--- config.mk ---
export PLATFORM = sky130hd
export DESIGN_NAME = obstacle_scheduler
export DESIGN_NICKNAME = d
export VERILOG_FILES = /design/src/rtl/game_pkg.sv /design/src/rtl/lfsr8.sv /design/src/rtl/obstacle_scheduler.sv
export SDC_FILE = /design/constraint.sdc
export NUM_CORES = 1
export LEC_CHECK = 0
export BUFFER_PORTS_ARGS = -buffer_cell sky130_fd_sc_hd__buf_2
export CORE_MARGIN = 2
export CORE_UTILIZATION = 35
export CTS_BUF_LIST = sky130_fd_sc_hd__clkbuf_8
export DETAILED_ROUTE_END_ITERATION = 8
export GPL_ROUTABILITY_DRIVEN = 0
export REMOVE_ABC_BUFFERS = 1
export SYNTH_ARGS = -nofsm -noshare
export SYNTH_HDL_FRONTEND = slang
export SYNTH_HIERARCHICAL = 1
export SYNTH_SLANG_ARGS = --single-unit
--- constraint.sdc ---
create_clock -name CLOCK_50 -period 8.9 [get_ports CLOCK_50]
set_clock_uncertainty 0.2 [all_clocks]
set_input_delay 0.89 -clock CLOCK_50 [delete_from_list [all_inputs] [get_ports CLOCK_50]]
set_output_delay 0.89 -clock CLOCK_50 [all_outputs]
set_load 0.01 [all_outputs]
--- src/rtl/game_pkg.sv ---
// Shared types and constants for the jump-game datapath blocks.
package game_pkg;

  typedef enum logic [1:0] {
    IDLE = 2'd0,
    RUN  = 2'd1,
    HIT  = 2'd2,
    WIN  = 2'd3
  } sched_state_t;

  localparam int         X_W       = 10;
  localparam logic [7:0] LFSR_SEED = 8'hA5;
  localparam int         SCREEN_W  = 640;

endpackage

--- src/rtl/lfsr8.sv ---
// 8-bit Fibonacci LFSR (x^8+x^6+x^5+x^4+1); advances only when step is high.
module lfsr8
  import game_pkg::*;
(
  input  logic       CLOCK_50,
  input  logic       reset_n,
  input  logic       step,
  output logic [7:0] q
);

  logic [7:0] q_q, q_d;

  always_comb begin
    q_d = q_q;
    if (step) q_d = {q_q[6:0], q_q[7] ^ q_q[5] ^ q_q[4] ^ q_q[3]};
  end

  always_ff @(posedge CLOCK_50 or negedge reset_n) begin
    if (!reset_n) q_q <= LFSR_SEED;
    else          q_q <= q_d;
  end

  assign q = q_q;

endmodule

--- src/rtl/obstacle_scheduler.sv ---
// Obstacle pool for the jump game: spawn, scroll, retire/score, and
// player collision / win detection feeding the game FSM and renderer.
module obstacle_scheduler
  import game_pkg::*;
#(
  parameter int NUM_SLOTS  = 4,
  parameter int SCREEN_W   = game_pkg::SCREEN_W,
  parameter int SPEED      = 4,
  parameter int OBJ_W      = 20,
  parameter int PLAYER_X   = 100,
  parameter int PLAYER_W   = 20,
  parameter int JUMP_CLEAR = 40,
  parameter int MIN_GAP    = 160,
  parameter int WIN_COUNT  = 20
) (
  input  logic                    CLOCK_50,
  input  logic                    reset_n,
  input  logic                    game_tick,
  input  logic                    start,
  input  logic [9:0]              distance,
  output logic [NUM_SLOTS*10-1:0] obj_x,
  output logic [NUM_SLOTS-1:0]    obj_valid,
  output logic [7:0]              score,
  output logic                    player_hit,
  output logic                    player_won,
  output logic                    running
);

  localparam int CNT_W       = $clog2(NUM_SLOTS + 1);
  localparam int GAP_START_I = (MIN_GAP + 63 > 1023) ? 1023 : MIN_GAP + 63;

  localparam logic [X_W-1:0] SPAWN_X   = X_W'(SCREEN_W - 1);
  localparam logic [X_W-1:0] SPEED_X   = X_W'(SPEED);
  localparam logic [10:0]    SPEED_11  = 11'(SPEED);
  localparam logic [10:0]    OBJ_W_11  = 11'(OBJ_W);
  localparam logic [10:0]    PX_11     = 11'(PLAYER_X);
  localparam logic [10:0]    PEND_11   = 11'(PLAYER_X + PLAYER_W);
  localparam logic [10:0]    MIN_GAP_11 = 11'(MIN_GAP);
  localparam logic [9:0]     JUMP_10   = 10'(JUMP_CLEAR);
  localparam logic [7:0]     WIN_8     = 8'(WIN_COUNT);
  localparam logic [9:0]     GAP_START = 10'(GAP_START_I);

  sched_state_t                  state_q, state_d;
  logic [NUM_SLOTS-1:0][X_W-1:0] x_q, x_d, x_moved;
  logic [NUM_SLOTS-1:0]          valid_q, valid_d, retire, kept, overlap;
  logic [7:0]                    score_q, score_d;
  logic [9:0]                    gap_q, gap_d;
  logic                          hit_q, won_q, run_q;
  logic [7:0]                    lfsr;
  logic                          tick_run, hit_cond, spawn_due, spawned;
  logic [CNT_W-1:0]              retire_cnt;
  logic [8:0]                    score_sum;
  logic [10:0]                   gap_sum, gap_thr;

  assign tick_run = game_tick && (state_q == RUN);

  lfsr8 u_lfsr (
    .CLOCK_50 (CLOCK_50),
    .reset_n  (reset_n),
    .step     (tick_run),
    .q        (lfsr)
  );

  for (genvar i = 0; i < NUM_SLOTS; i++) begin : g_slot
    logic [10:0] x_ext;
    assign x_ext      = {1'b0, x_q[i]};
    assign retire[i]  = valid_q[i] && (x_q[i] < SPEED_X);
    assign kept[i]    = valid_q[i] && !retire[i];
    assign x_moved[i] = kept[i] ? x_q[i] - SPEED_X : x_q[i];
    assign overlap[i] = valid_q[i] && (x_ext + OBJ_W_11 > PX_11) && (x_ext < PEND_11);
  end

  assign hit_cond  = (|overlap) && (distance < JUMP_10);
  assign score_sum = {1'b0, score_q} + 9'(retire_cnt);
  assign gap_thr   = MIN_GAP_11 + {5'b0, lfsr[5:0]};
  assign spawn_due = {1'b0, gap_q} >= gap_thr;
  assign gap_sum   = {1'b0, gap_q} + SPEED_11;

  always_comb begin
    retire_cnt = '0;
    for (int i = 0; i < NUM_SLOTS; i++) retire_cnt = retire_cnt + CNT_W'(retire[i]);
  end

  always_comb begin
    state_d = state_q;
    x_d     = x_q;
    valid_d = valid_q;
    score_d = score_q;
    gap_d   = gap_q;
    spawned = 1'b0;
    unique case (state_q)
      IDLE: begin
        if (start) begin
          state_d = RUN;
          x_d     = '0;
          valid_d = '0;
          score_d = '0;
          gap_d   = GAP_START;
        end
      end
      RUN: begin
        if (game_tick) begin
          x_d     = x_moved;
          valid_d = kept;
          score_d = score_sum[8] ? 8'hFF : score_sum[7:0];
          // Spawn sees slots freed by this tick's retirements.
          for (int i = 0; i < NUM_SLOTS; i++) begin
            if (spawn_due && !spawned && !kept[i]) begin
              x_d[i]     = SPAWN_X;
              valid_d[i] = 1'b1;
              spawned    = 1'b1;
            end
          end
          gap_d = spawned ? '0 : ((gap_sum > 11'd1023) ? 10'd1023 : gap_sum[9:0]);
        end
        if (hit_cond)               state_d = HIT;
        else if (score_q >= WIN_8)  state_d = WIN;
      end
      HIT, WIN: begin
        if (start) begin
          state_d = IDLE;
          x_d     = '0;
          valid_d = '0;
          score_d = '0;
          gap_d   = '0;
        end
      end
      default: state_d = IDLE;
    endcase
  end

  always_ff @(posedge CLOCK_50 or negedge reset_n) begin
    if (!reset_n) begin
      state_q <= IDLE;
      x_q     <= '0;
      valid_q <= '0;
      score_q <= '0;
      gap_q   <= '0;
      hit_q   <= 1'b0;
      won_q   <= 1'b0;
      run_q   <= 1'b0;
    end else begin
      state_q <= state_d;
      x_q     <= x_d;
      valid_q <= valid_d;
      score_q <= score_d;
      gap_q   <= gap_d;
      hit_q   <= (state_d == HIT);
      won_q   <= (state_d == WIN);
      run_q   <= (state_d == RUN);
    end
  end

  assign obj_x      = x_q;
  assign obj_valid  = valid_q;
  assign score      = score_q;
  assign player_hit = hit_q;
  assign player_won = won_q;
  assign running    = run_q;

endmodule

# Yosys cells after proc, flatten, opt, wreduce, memory -nomap -nowiden
# Cells that the tools add are included.
[word_totals]
out_inout_bits = 55
reg_bits = 75
input_bits = 14
elab_cells = 150
[op_classes]
n_eq_ne = 14
bitwise_logic = 3
n_reduce_logical = 46
n_addsub = 14
muxes = 45
order_cmp = 16
[ops]
columns = ["cell", "n"]
rows = [
  ["10-bit 2-to-1 mux", 13],
  ["40-bit 2-to-1 mux", 2],
  ["40-bit case mux with 2 select lines", 1],
  ["10-bit by 5-bit adder with 11-bit output (second input constant)", 4],
  ["11-bit by 7-bit greater-than comparator with 1-bit output (second input constant)", 4],
  ["10-bit by 3-bit < comparator with 1-bit output (second input constant)", 4],
  ["10-bit by 7-bit < comparator with 1-bit output (second input constant)", 4],
  ["10-bit by 3-bit subtractor with 10-bit output (second input constant)", 4],
  ["10-bit case mux with 3 select lines", 1],
  ["1-bit logical AND", 25],
  ["8-bit 2-to-1 mux", 3],
  ["1-bit 2-to-1 mux", 16],
  ["8-bit case mux with 2 select lines", 1],
  ["3-bit AND reduction", 5],
  ["3-bit by 2-bit != test with 1-bit output (second input constant)", 4],
  ["10-bit by 3-bit adder with 11-bit output (second input constant)", 1],
  ["11-bit by 10-bit greater-than comparator with 1-bit output (second input constant)", 1],
  ["1-bit zero test", 11],
  ["10-bit by 9-bit greater-or-equal comparator with 1-bit output", 1],
  ["10-bit by 6-bit < comparator with 1-bit output (second input constant)", 1],
  ["8-bit by 3-bit adder with 9-bit output", 1],
  ["8-bit by 6-bit adder with 9-bit output (first input constant)", 1],
  ["2-bit equality test (second input constant)", 4],
  ["8-bit by 5-bit greater-or-equal comparator with 1-bit output (second input constant)", 1],
  ["other kinds (16)", 25],
]

# Logic depth before layout (Yosys ltp)
[logic_depth]
depth_word = 30
mapped_depth = 16
ltp_nobuf = 16

# Modules after synthesis
# Netlist, hierarchy kept.
[by_module_without_submodules]
columns = ["module", "area_per_inst_um2", "cells_per_inst", "seq_area_each_um2", "n_inst"]
rows = [
  ["obstacle_scheduler", 4315.4, 502, 1551.5, 1],
  ["lfsr8", 324.1, 21, 205.2, 1],
]

# Worst setup path after synthesis
# OpenSTA, ideal clock, no wires.
[synth_path]
kind = "reg2reg"
from = "register x_q (netlist bit obj_x[2])"
to = "register score_q[4], in the netlist score[4]"
path_slack_ns = 5.181
required_ns = 8.576
arrival_time_ns = 3.395
synth_period_minus_slack_ns = 3.719
path_buffers = 0
path_stages_with_launch = 16
setup_time_ns = 0.124
cell_sequence = "dfrtp_1 -> inv_1 -> ha_1 -> or4b_4 -> or2_2 -> nor2_1 -> fa_1 -> inv_1 -> fa_1 -> inv_1 -> fa_1 -> nand2_1 -> nor2b_1 -> nand3_1 -> nand2_1 -> o31a_1"
[synth_via]
elab_chain_cells = 9
[synth_rtl]
columns = ["element", "line", "rtl"]
rows = [
  ["start, declared", "obstacle_scheduler.sv:44", "logic [NUM_SLOTS-1:0][X_W-1:0] x_q, x_d, x_moved;"],
  ["start signal, assigned", "obstacle_scheduler.sv:135", "x_q <= '0;"],
  ["start signal, assigned", "obstacle_scheduler.sv:144", "x_q <= x_d;"],
  ["10-bit by 3-bit < comparator with 1-bit output", "obstacle_scheduler.sv:67", "assign retire[i] = valid_q[i] && (x_q[i] < SPEED_X);"],
  ["1-bit logical AND", "obstacle_scheduler.sv:67", ""],
  ["1-bit by 1-bit adder with 2-bit output", "obstacle_scheduler.sv:81", "for (int i = 0; i < NUM_SLOTS; i++) retire_cnt = retire_cnt + CNT_W'(retire[i]);"],
  ["2-bit by 1-bit adder with 3-bit output", "obstacle_scheduler.sv:81", ""],
  ["3-bit by 1-bit adder with 3-bit output", "obstacle_scheduler.sv:81", ""],
  ["8-bit by 3-bit adder with 9-bit output", "obstacle_scheduler.sv:74", "assign score_sum = {1'b0, score_q} + 9'(retire_cnt);"],
  ["8-bit 2-to-1 mux", "obstacle_scheduler.sv:105", "score_d = score_sum[8] ? 8'hFF : score_sum[7:0];"],
  ["8-bit 2-to-1 mux", "obstacle_scheduler.sv:102", "if (game_tick) begin"],
  ["8-bit case mux with 2 select lines", "obstacle_scheduler.sv:91", "unique case (state_q)"],
  ["end signal, assigned", "obstacle_scheduler.sv:146", "score_q <= score_d;"],
  ["end, declared", "obstacle_scheduler.sv:46", "logic [7:0] score_q, score_d;"],
]
# No other way between the ends. The select of a mux whose other input is x is not followed.
# A chain may end at the register's enable or synchronous reset.

# Final worst setup path
[layout_path]
from = "register x_q (netlist bit obj_x[2])"
to = "register score_q[5], in the netlist score[5]"
# The elaborated chain is that of the path after synthesis.

==> run summary <==
Status: completed
Worst-path clk slew: 80 ps
Yosys warning count: 6
Starting DRC count in detailed routing: 307
Remaining antenna violation count after routing: 0
Util after Layout: 40.8%
Synthesis-to-finish area growth: 15.1%
Critical Path Sink Type: register
Core area: 13,100 um^2
Crit-path max FO: 9
Leakage power figure: 2.47 nW
DIE HEIGHT: 119 um
WP data required: 8900 ps
Global route overflow: 0
Final wirelength: 12,200 um
Max-slew headroom: 27.0%
Final setup fails: 0
F_max: 239 MHz
First-pass GRT wire length: 20,300 um
H-tree levels: 3
Pwr Total: 1.50 mW
IO Count: 69
Post-CTS setup buffers: 0
RR Startpoint: obj_x[2]
Maximum VDD drop: 0.000100 V
Worst Tran Pin Value: 1090 ps
Full die area: 14,200 um^2
I/O Buffers: 65
Synth Flop Type: dfrtp_1
Tcrit/Tclk final: 47.0%
Hpwl dp: 8660 um
Gr usage total: 17.6%
Cell taking the most area after synthesis: dfrtp_1
Root Driver: clkbuf_8
Async set-reset flop share out of synthesis: 100%
Post-synth top area share: 35.6%
Mean Syn Cell Area: 8.87 um^2
Largest cells by area after synthesis: dfrtp_1 (36%), o21ai_0 (5.3%), ha_1 (4.9%), nand2_1 (4.1%), a21oi_1 (3.9%)
Worst hold margin: 310 ps
Std-Cell Rows: 42
Layout cells sized above 1: 20.7%
Layout Cells excl Fill: 764
Via/cell ratio: 5.58
Hold Violations, Final: 0
Clk buf depth: 2
Setup TNS Final: 0 ps
Die X: 119 um
Fillers: 1,316
TritonRoute pass-1 iters: 5
Crit path from: obj_x[2]
Post-CTS resize count: 0
Area of the multi-input gates: 2660 um^2
Worst skew pair latency: 350 ps
CP Class: register to register
Initial core utilization: 35.5%
Initial antenna violation count: 0
Number of hold buffers added after cts: 0
Yosys cell types: 79
CTS Buf Count: 9
Most frequent cells after synthesis: dfrtp_1 (66), nand2_1 (51), o21ai_0 (49)
Placed Cells: 748
Vias in the first global route: 4,056
Max-cap violations: 0
Layout Nets: 618
Post-synth EDFFs: 0
RSZ-0062 raised after global routing: false
CTS tree: yes
Netlist Area Pre-Place: 4640 um^2
Startpoint Class: register
Clock sinks: 70
Post-route DRC violation count: 0
Worst Path Arrival: 4180 ps
Wire per inst: 15.9 um
Register area share after synthesis: 37.9%
Worst min path class: register to register
Min-delay src: u_lfsr/q[0]
Vias: 4,265
Final max-slew violation count: 0
Post-layout min period: 4180 ps
Maximum number of pins on one net before global-route repair: 71
Reg area: 1760 um^2
Ant diodes: 0
Most frequent cell after synthesis: dfrtp_1
Pwr/cell area: 281 nW/um^2
Syn Inst Count: 523
FF+latch count, synth: 70
==> kinds of logic (layout without fill, tap and decap cells) <==
kind of cell,Yosys count,in the layout,share of synthesized area [%]
XOR/XNOR,5,5,0.944
AO/OA/AOI/OAI,183,183,27.9
multiplexers,8,8,1.94
flip-flops,70,70,37.9
adder cells (fa/ha/maj),21,21,6.15
AND/OR/NAND/NOR,185,185,20.3
buffers and inverters,51,116,4.91
==> state kept, by name, summed over array words and instances, names as in the netlist <==
signal and flops:
obj_x 36, gap_q 9, score 8, u_lfsr/q 8, obj_valid 4, state_q 2, player_hit 1, player_won 1
running 1
==> per-layer routing <==
| layer | track usage [%] | vias up | routed length (um) |
|---|---|---|---|
| li1 | - | 2052 | - |
| met1 | 24.4 | 2086 | 5830 |
| met2 | 27.7 | 112 | 5450 |
| met3 | 3.64 | 15 | 650 |
| met4 | 5.13 | 0 | 242 |
| met5 | 0 | - | 0 |
==> final timing paths <==
check | end | slack [ps] | cells past startpoint
hold reg to reg | u_lfsr/q[0] | 310 | 2
setup reg to reg | score[5] | 4720 | 16
hold / removal | u_lfsr/q[0] | 310 | 2
max in group asynchronous | obj_valid[2] | 7370 | 2
setup / recovery | score[5] | 4720 | 16
min in group asynchronous | u_lfsr/q[4] | 540 | 2
==> layout by cell type, fill, tap and decap left out, types with 3 or more instances in the layout <==
master / netlist / layout
a31oi_1: 13 / 13
or2_2: 3 / 3
inv_1: 31 / 31
nor4_1: 5 / 5
o22a_1: 3 / 3
dfstp_2: 4 / 4
nand2b_1: 9 / 9
mux2_2: 8 / 8
nor3_1: 16 / 16
o41ai_1: 3 / 3
ha_1: 18 / 18
or4b_1: 3 / 3
a22o_1: 9 / 9
o21ai_0: 49 / 49
o31ai_1: 4 / 4
nand4_1: 4 / 4
a21boi_0: 3 / 3
xnor2_1: 4 / 4
nor2b_1: 7 / 7
nand2_1: 51 / 51
nor3b_1: 3 / 3
a21oi_1: 36 / 36
o31a_1: 4 / 4
fa_1: 3 / 3
buf_2: 5 / 65
o211ai_1: 5 / 5
and2_1: 3 / 3
a32oi_1: 3 / 3
o41ai_4: 3 / 3
a211oi_1: 4 / 4
a21o_1: 9 / 9
o21a_1: 4 / 4
buf_4: 4 / 3
a21o_2: 3 / 3
nor2_1: 40 / 40
dfrtp_1: 66 / 66
nand3_1: 16 / 16
or3_1: 8 / 8
clkbuf_8: 0 / 12
==> through the flow <==
| step | setup slack, ps | cell area [um^2] |
|---|---|---|
| after floorplan | 5170 | 4530 |
| after global placement | 4810 | 5100 |
| after detailed placement | 4770 | 5100 |
| after CTS | 4720 | 5340 |
| after global routing | 4370 | 5340 |
| final | 4720 | 5340 |
==> area by class of cell <==
cell class | count | share of cell area [%]
clock inverter | 4 | 1.43
timing repair buffer | 68 | 6.51
multi-input combinational | 402 | 49.7
clock buffer | 12 | 3.09
inverter | 32 | 2.25
tap | 176 | 4.12
sequential | 70 | 32.9
==> critical path, stage by stage, from the launching register on <==
cell      delay, ps
dfrtp_1         480
inv_1            90
ha_1            210
or4b_4          520
or2_2           330
nor2_1          200
fa_1            460
inv_1            90
fa_1            190
inv_1            60
fa_1            400
nand2_1         140
nor2b_1         100
nand3_1         200
o21ai_0         130
a21oi_1         160
a211oi_1         70
==> power breakdown <==
group	switching [mW]	internal, mW	total, mW
clock network	0.128	0.182	0.309
registers	0.166	0.415	0.581
logic	0.336	0.273	0.609
Power figures use the tool's default switching activity.
